### src/rtl/frac_clk_div.sv
// Fractional clock divider: periods alternate N / N+1 under a phase accumulator.
// Define VERIFY_CNT_EN to build the v_clk_cnt / v_nclk_cnt verification counters.
module frac_clk_div #(
  parameter int CNT_W = 8,
  parameter int ACC_W = 8
) (
  input  logic             clk,
  input  logic             rst,
  input  logic             en,
  input  logic [CNT_W-1:0] div_int,
  input  logic [ACC_W-1:0] div_frac,
  output logic             clk_out,
  output logic             tick,
  output logic             busy,
  output logic             cfg_err,
  output logic [31:0]      v_clk_cnt,
  output logic [31:0]      v_nclk_cnt
);

  typedef enum logic [1:0] {IDLE, RUN, STOP} state_t;

  localparam logic [CNT_W-1:0] TWO = CNT_W'(2);
  localparam logic [CNT_W:0]   ONE = (CNT_W+1)'(1);

  state_t state_q, state_d;
  logic [CNT_W:0] ph_q, ph_d;
  logic [CNT_W:0] len_q, len_d;
  logic [ACC_W-1:0] acc_q, acc_d;
  logic clk_q, clk_d;
  logic tick_q, tick_d;
  logic [ACC_W:0] sum;
  logic [CNT_W:0] len_new;
  logic [CNT_W:0] ph_inc;
  logic ok, start, busy_w;

  assign cfg_err = (div_int < TWO);
  assign busy_w  = (state_q != IDLE);
  assign ok      = en && !cfg_err;
  // tick_q marks the last cycle of the current period
  assign start   = ok && (state_q == IDLE || tick_q);
  assign sum     = {1'b0, acc_q} + {1'b0, div_frac};
  assign len_new = {1'b0, div_int} + {{CNT_W{1'b0}}, sum[ACC_W]};
  assign ph_inc  = ph_q + ONE;

  always_ff @(posedge clk) begin
    if (!rst) begin
      state_q <= IDLE;
      ph_q    <= '0;
      len_q   <= '0;
      acc_q   <= '0;
      clk_q   <= 1'b0;
      tick_q  <= 1'b0;
    end else begin
      state_q <= state_d;
      ph_q    <= ph_d;
      len_q   <= len_d;
      acc_q   <= acc_d;
      clk_q   <= clk_d;
      tick_q  <= tick_d;
    end
  end

  always_comb begin
    state_d = state_q;
    unique case (state_q)
      IDLE:    state_d = start ? RUN : IDLE;
      RUN:     if (tick_q) state_d = start ? RUN : IDLE;
               else state_d = en ? RUN : STOP;
      STOP:    if (tick_q) state_d = start ? RUN : IDLE;
      default: state_d = IDLE;
    endcase
  end

  always_comb begin
    ph_d   = '0;
    len_d  = len_q;
    acc_d  = acc_q;
    clk_d  = 1'b0;
    tick_d = 1'b0;
    if (start) begin
      acc_d = sum[ACC_W-1:0];
      len_d = len_new;
      clk_d = 1'b1;
    end else if (busy_w && !tick_q) begin
      ph_d   = ph_inc;
      clk_d  = (ph_inc < (len_q >> 1));
      tick_d = (ph_inc == len_q - ONE);
    end
  end

  assign clk_out = clk_q;
  assign tick    = tick_q;
  assign busy    = busy_w;

`ifdef VERIFY_CNT_EN
  logic [31:0] vclk_q, vnclk_q;

  always_ff @(posedge clk) begin
    if (!rst) begin
      vclk_q  <= '0;
      vnclk_q <= '0;
    end else begin
      vclk_q  <= vclk_q + {31'b0, busy_w};
      vnclk_q <= vnclk_q + {31'b0, tick_q};
    end
  end

  assign v_clk_cnt  = vclk_q;
  assign v_nclk_cnt = vnclk_q;
`else
  assign v_clk_cnt  = 32'd0;
  assign v_nclk_cnt = 32'd0;
`endif

endmodule

### config.mk
export PLATFORM = sky130hd
export DESIGN_NAME = frac_clk_div
export DESIGN_NICKNAME = d
export VERILOG_FILES = /design/src/rtl/frac_clk_div.sv
export SDC_FILE = /design/constraint.sdc
export NUM_CORES = 1
export LEC_CHECK = 0
export CAP_MARGIN = 20
export CORE_UTILIZATION = 49
export CTS_CLUSTER_SIZE = 12
export DETAILED_ROUTE_END_ITERATION = 8
export HOLD_SLACK_MARGIN = 0.15
export PLACE_DENSITY = 0.94
export SLEW_MARGIN = 5
export SYNTH_ARGS = -nofsm -noshare
export SYNTH_HDL_FRONTEND = slang
export SYNTH_SLANG_ARGS = --single-unit
### constraint.sdc
create_clock -name clk -period 8.3 [get_ports clk]
set_input_delay 1.66 -clock clk [delete_from_list [all_inputs] [get_ports clk]]
set_output_delay 1.66 -clock clk [all_outputs]
set_load 0.005 [all_outputs]
==> results.cfg <==
[drt]
vias_per_cell = 4.85
wl_um = 4440
drtIter0Drc = 78
firstDrtPassIters = 4
drc = 0
num_vias = 1907
ant_nets = 0
wl_per_cell_um = 11.3

[timing]
rsz0062_at_grt = false
setup_viol = 0
min_period_ns = 5.21
tightest_slew_ns = 0.702
setup_slack_ns = 3.09
clock.fmax_mhz = 192
finalHoldViolCount = 0
slew_viol_final = 0
tns_ns = 0
period_share_pct = 62.8
slew_headroom_pct = 53.2
fin_skew_ns = 0.00230

[global_route]
overflow = 0
track_usage_pct = 17.3
first_global_vias = 1690
antenna_found_initial = 0
grt_pass1_wl_um = 7180
grt_max_degree = 19

[yosys]
yosysSeqAreaShare_pct = 24.6
yosysWarnings = 0
synth_area_leaders = dfxtp_1, buf_4, ha_1
synth_top_area_cell = dfxtp_1
syn_area_um2 = 2450
syn_area_per_cell_um2 = 8.07
yosys.area.top_type_share_pct = 24.6
syn_inst = 303
synth_cell_types = 41
ys_seq_elements = 30

[hold_path]
hp-class = reg2reg
min_path_cells = 2

[cells_and_area]
nFillCells = 475
multi_input_area_um2 = 1510
final_cell_mix = conb_1, dfxtp_1, nor2_1
final_core_utilization_pct = 54.1
instances_no_fill = 393
nets = 365
final_common_cell = conb_1
seq_area_um2 = 601
drive_gt1_share_pct = 2.45
area_growth_pct = 5.06
antennaDiodeCount = 0

[cts]
ctsLongestPathBuffers = 2
clk_latency_ns = 0.28
numCtsBuffers = 5
hold_buffers = 0
clock_sinks = 30
clk_pin_slew_worst_paths_ns = 0.06
cts-resized-gates = 0
h-tree-depth = 2
postCtsSetupRepairBufs = 0
cts-root-buf = clkbuf_8
cts_tree = yes

[setup_path]
cpMostUsedCell = clkdlybuf4s50_1
path_class = in2out
path_cells = clkdlybuf4s50_1 -> or4_1 -> nor2_1 -> clkdlybuf4s50_1
r2r_cells = 13
crit_path_start_kind = input pin
slowest_delay_ns = 0.57
path_max_fanout = 4
worstPathArrival_ns = 3.55
critPathRequiredTime_ns = 6.64
slowest_stage = or4_1
end_kind = output pin

[placed_design]
place_ws_ns = 3.13
hpwl_um = 3500
port_buffers = 22
gp_congestion = 0.826
place_inst = 385

[floorplanning]
row_count = 25
core-area_um2 = 4750
dieArea_um2 = 5280
start_util_pct = 51.4
pin_count = 87
die_h_um = 72.7
die_w_um = 72.7

[outcome]
outcome = finished, final reports clean

[pwr]
peakVddDrop_mv = 0.0857
powerDensity_nw_per_um2 = 149
p_leak_nw = 1.18

[flow_run]
cap_violations = 0
-- sequential cells by signal, indices dropped and copies added (netlist names) --
signal and count:
state_q 2, clk_out 1, ph_q 9, tick 1, acc_q 8, len_q 9
-- stage by stage --
step                      hold WS (ns)  area [µm²]  total power [mW]
final                            0.464        2570             0.382
after global placement           0.445        2490             0.268
after floorplan                  0.436        2680             0.266
after global routing             0.487        2570             0.404
after CTS                        0.463        2560             0.383
after detailed placement         0.454        2490             0.272
-- per-layer routing --
layer	vias up	routed length [µm]	global-route usage [%]
met5	-	0	0
met4	0	92	7.19
met3	9	227	3.45
met2	69	2240	30.3
met1	876	1880	20.6
li1	953	-	-
-- cell families (layout without fill, tap and decap cells) --
kind of cell / count (synthesis) / after routing / share of synthesized area, %
flops: 30 / 30 / 24.6
fa+ha+maj: 20 / 20 / 10.5
other cells: 1 / 64 / 0.153
simple gates: 85 / 85 / 17.0
xor+xnor: 27 / 27 / 9.67
compound gates: 52 / 52 / 14.5
mux: 1 / 1 / 0.409
buf+inv: 87 / 47 / 23.2
-- worst max-delay path, delay by kind of cell --
family | cells | cell delay [ns]
buffers and inverters | 2 | 1.06
and+or+nand+nor | 2 | 0.83
-- path summary, 6_finish.rpt --
path | startpoint | endpoint | slack, ns
max | div_int[6] | cfg_err | 3.09
min | acc_q[4] | acc_q[4] | 0.46
max reg2reg | acc_q[0] | len_q[4] | 5.24
min reg2reg | acc_q[4] | acc_q[4] | 0.46
-- cells in the mapped netlist --
library cell / n
buf_4: 64
dfxtp_1: 30
nor2_1: 24
nand2_1: 21
ha_1: 19
xnor2_1: 19
inv_1: 15
a21oi_1: 14
a211oi_1: 11
nand3_1: 9
o21ai_0: 8
xor2_1: 8
or3_1: 7
a21o_1: 6
clkbuf_1: 6
nor3_1: 5
nor4_1: 4
nand2b_1: 3
and3_1: 2
nand4_1: 2
nor3b_1: 2
o2111ai_1: 2
o211a_1: 2
o21a_1: 2
or4_1: 2
a21boi_0: 1
a311o_1: 1
a32oi_1: 1
and4_1: 1
buf_2: 1
clkinv_1: 1
conb_1: 1
fa_1: 1
mux2i_1: 1
nor2b_1: 1
nor4b_1: 1
o2111a_1: 1
o211ai_1: 1
o221ai_1: 1
o31a_2: 1
or4b_1: 1
-- area by class of cell --
type / count / share of cell area, %
clock buffers: 7 / 2.97
inverters: 16 / 2.34
repair buffers: 24 / 9.15
flip-flops and latches: 30 / 23.4
well taps: 67 / 3.26
multi-input cells: 249 / 58.9
-- power breakdown --
group | leakage, nW | total (mW) | switching, mW | internal, mW
logic | 0.891 | 0.110 | 0.0585 | 0.0511
clock network | 0.0383 | 0.110 | 0.0529 | 0.0576
registers | 0.246 | 0.162 | 0.00857 | 0.154
total | 1.18 | 0.382 | 0.120 | 0.262
(Power assumes the default switching activity.)
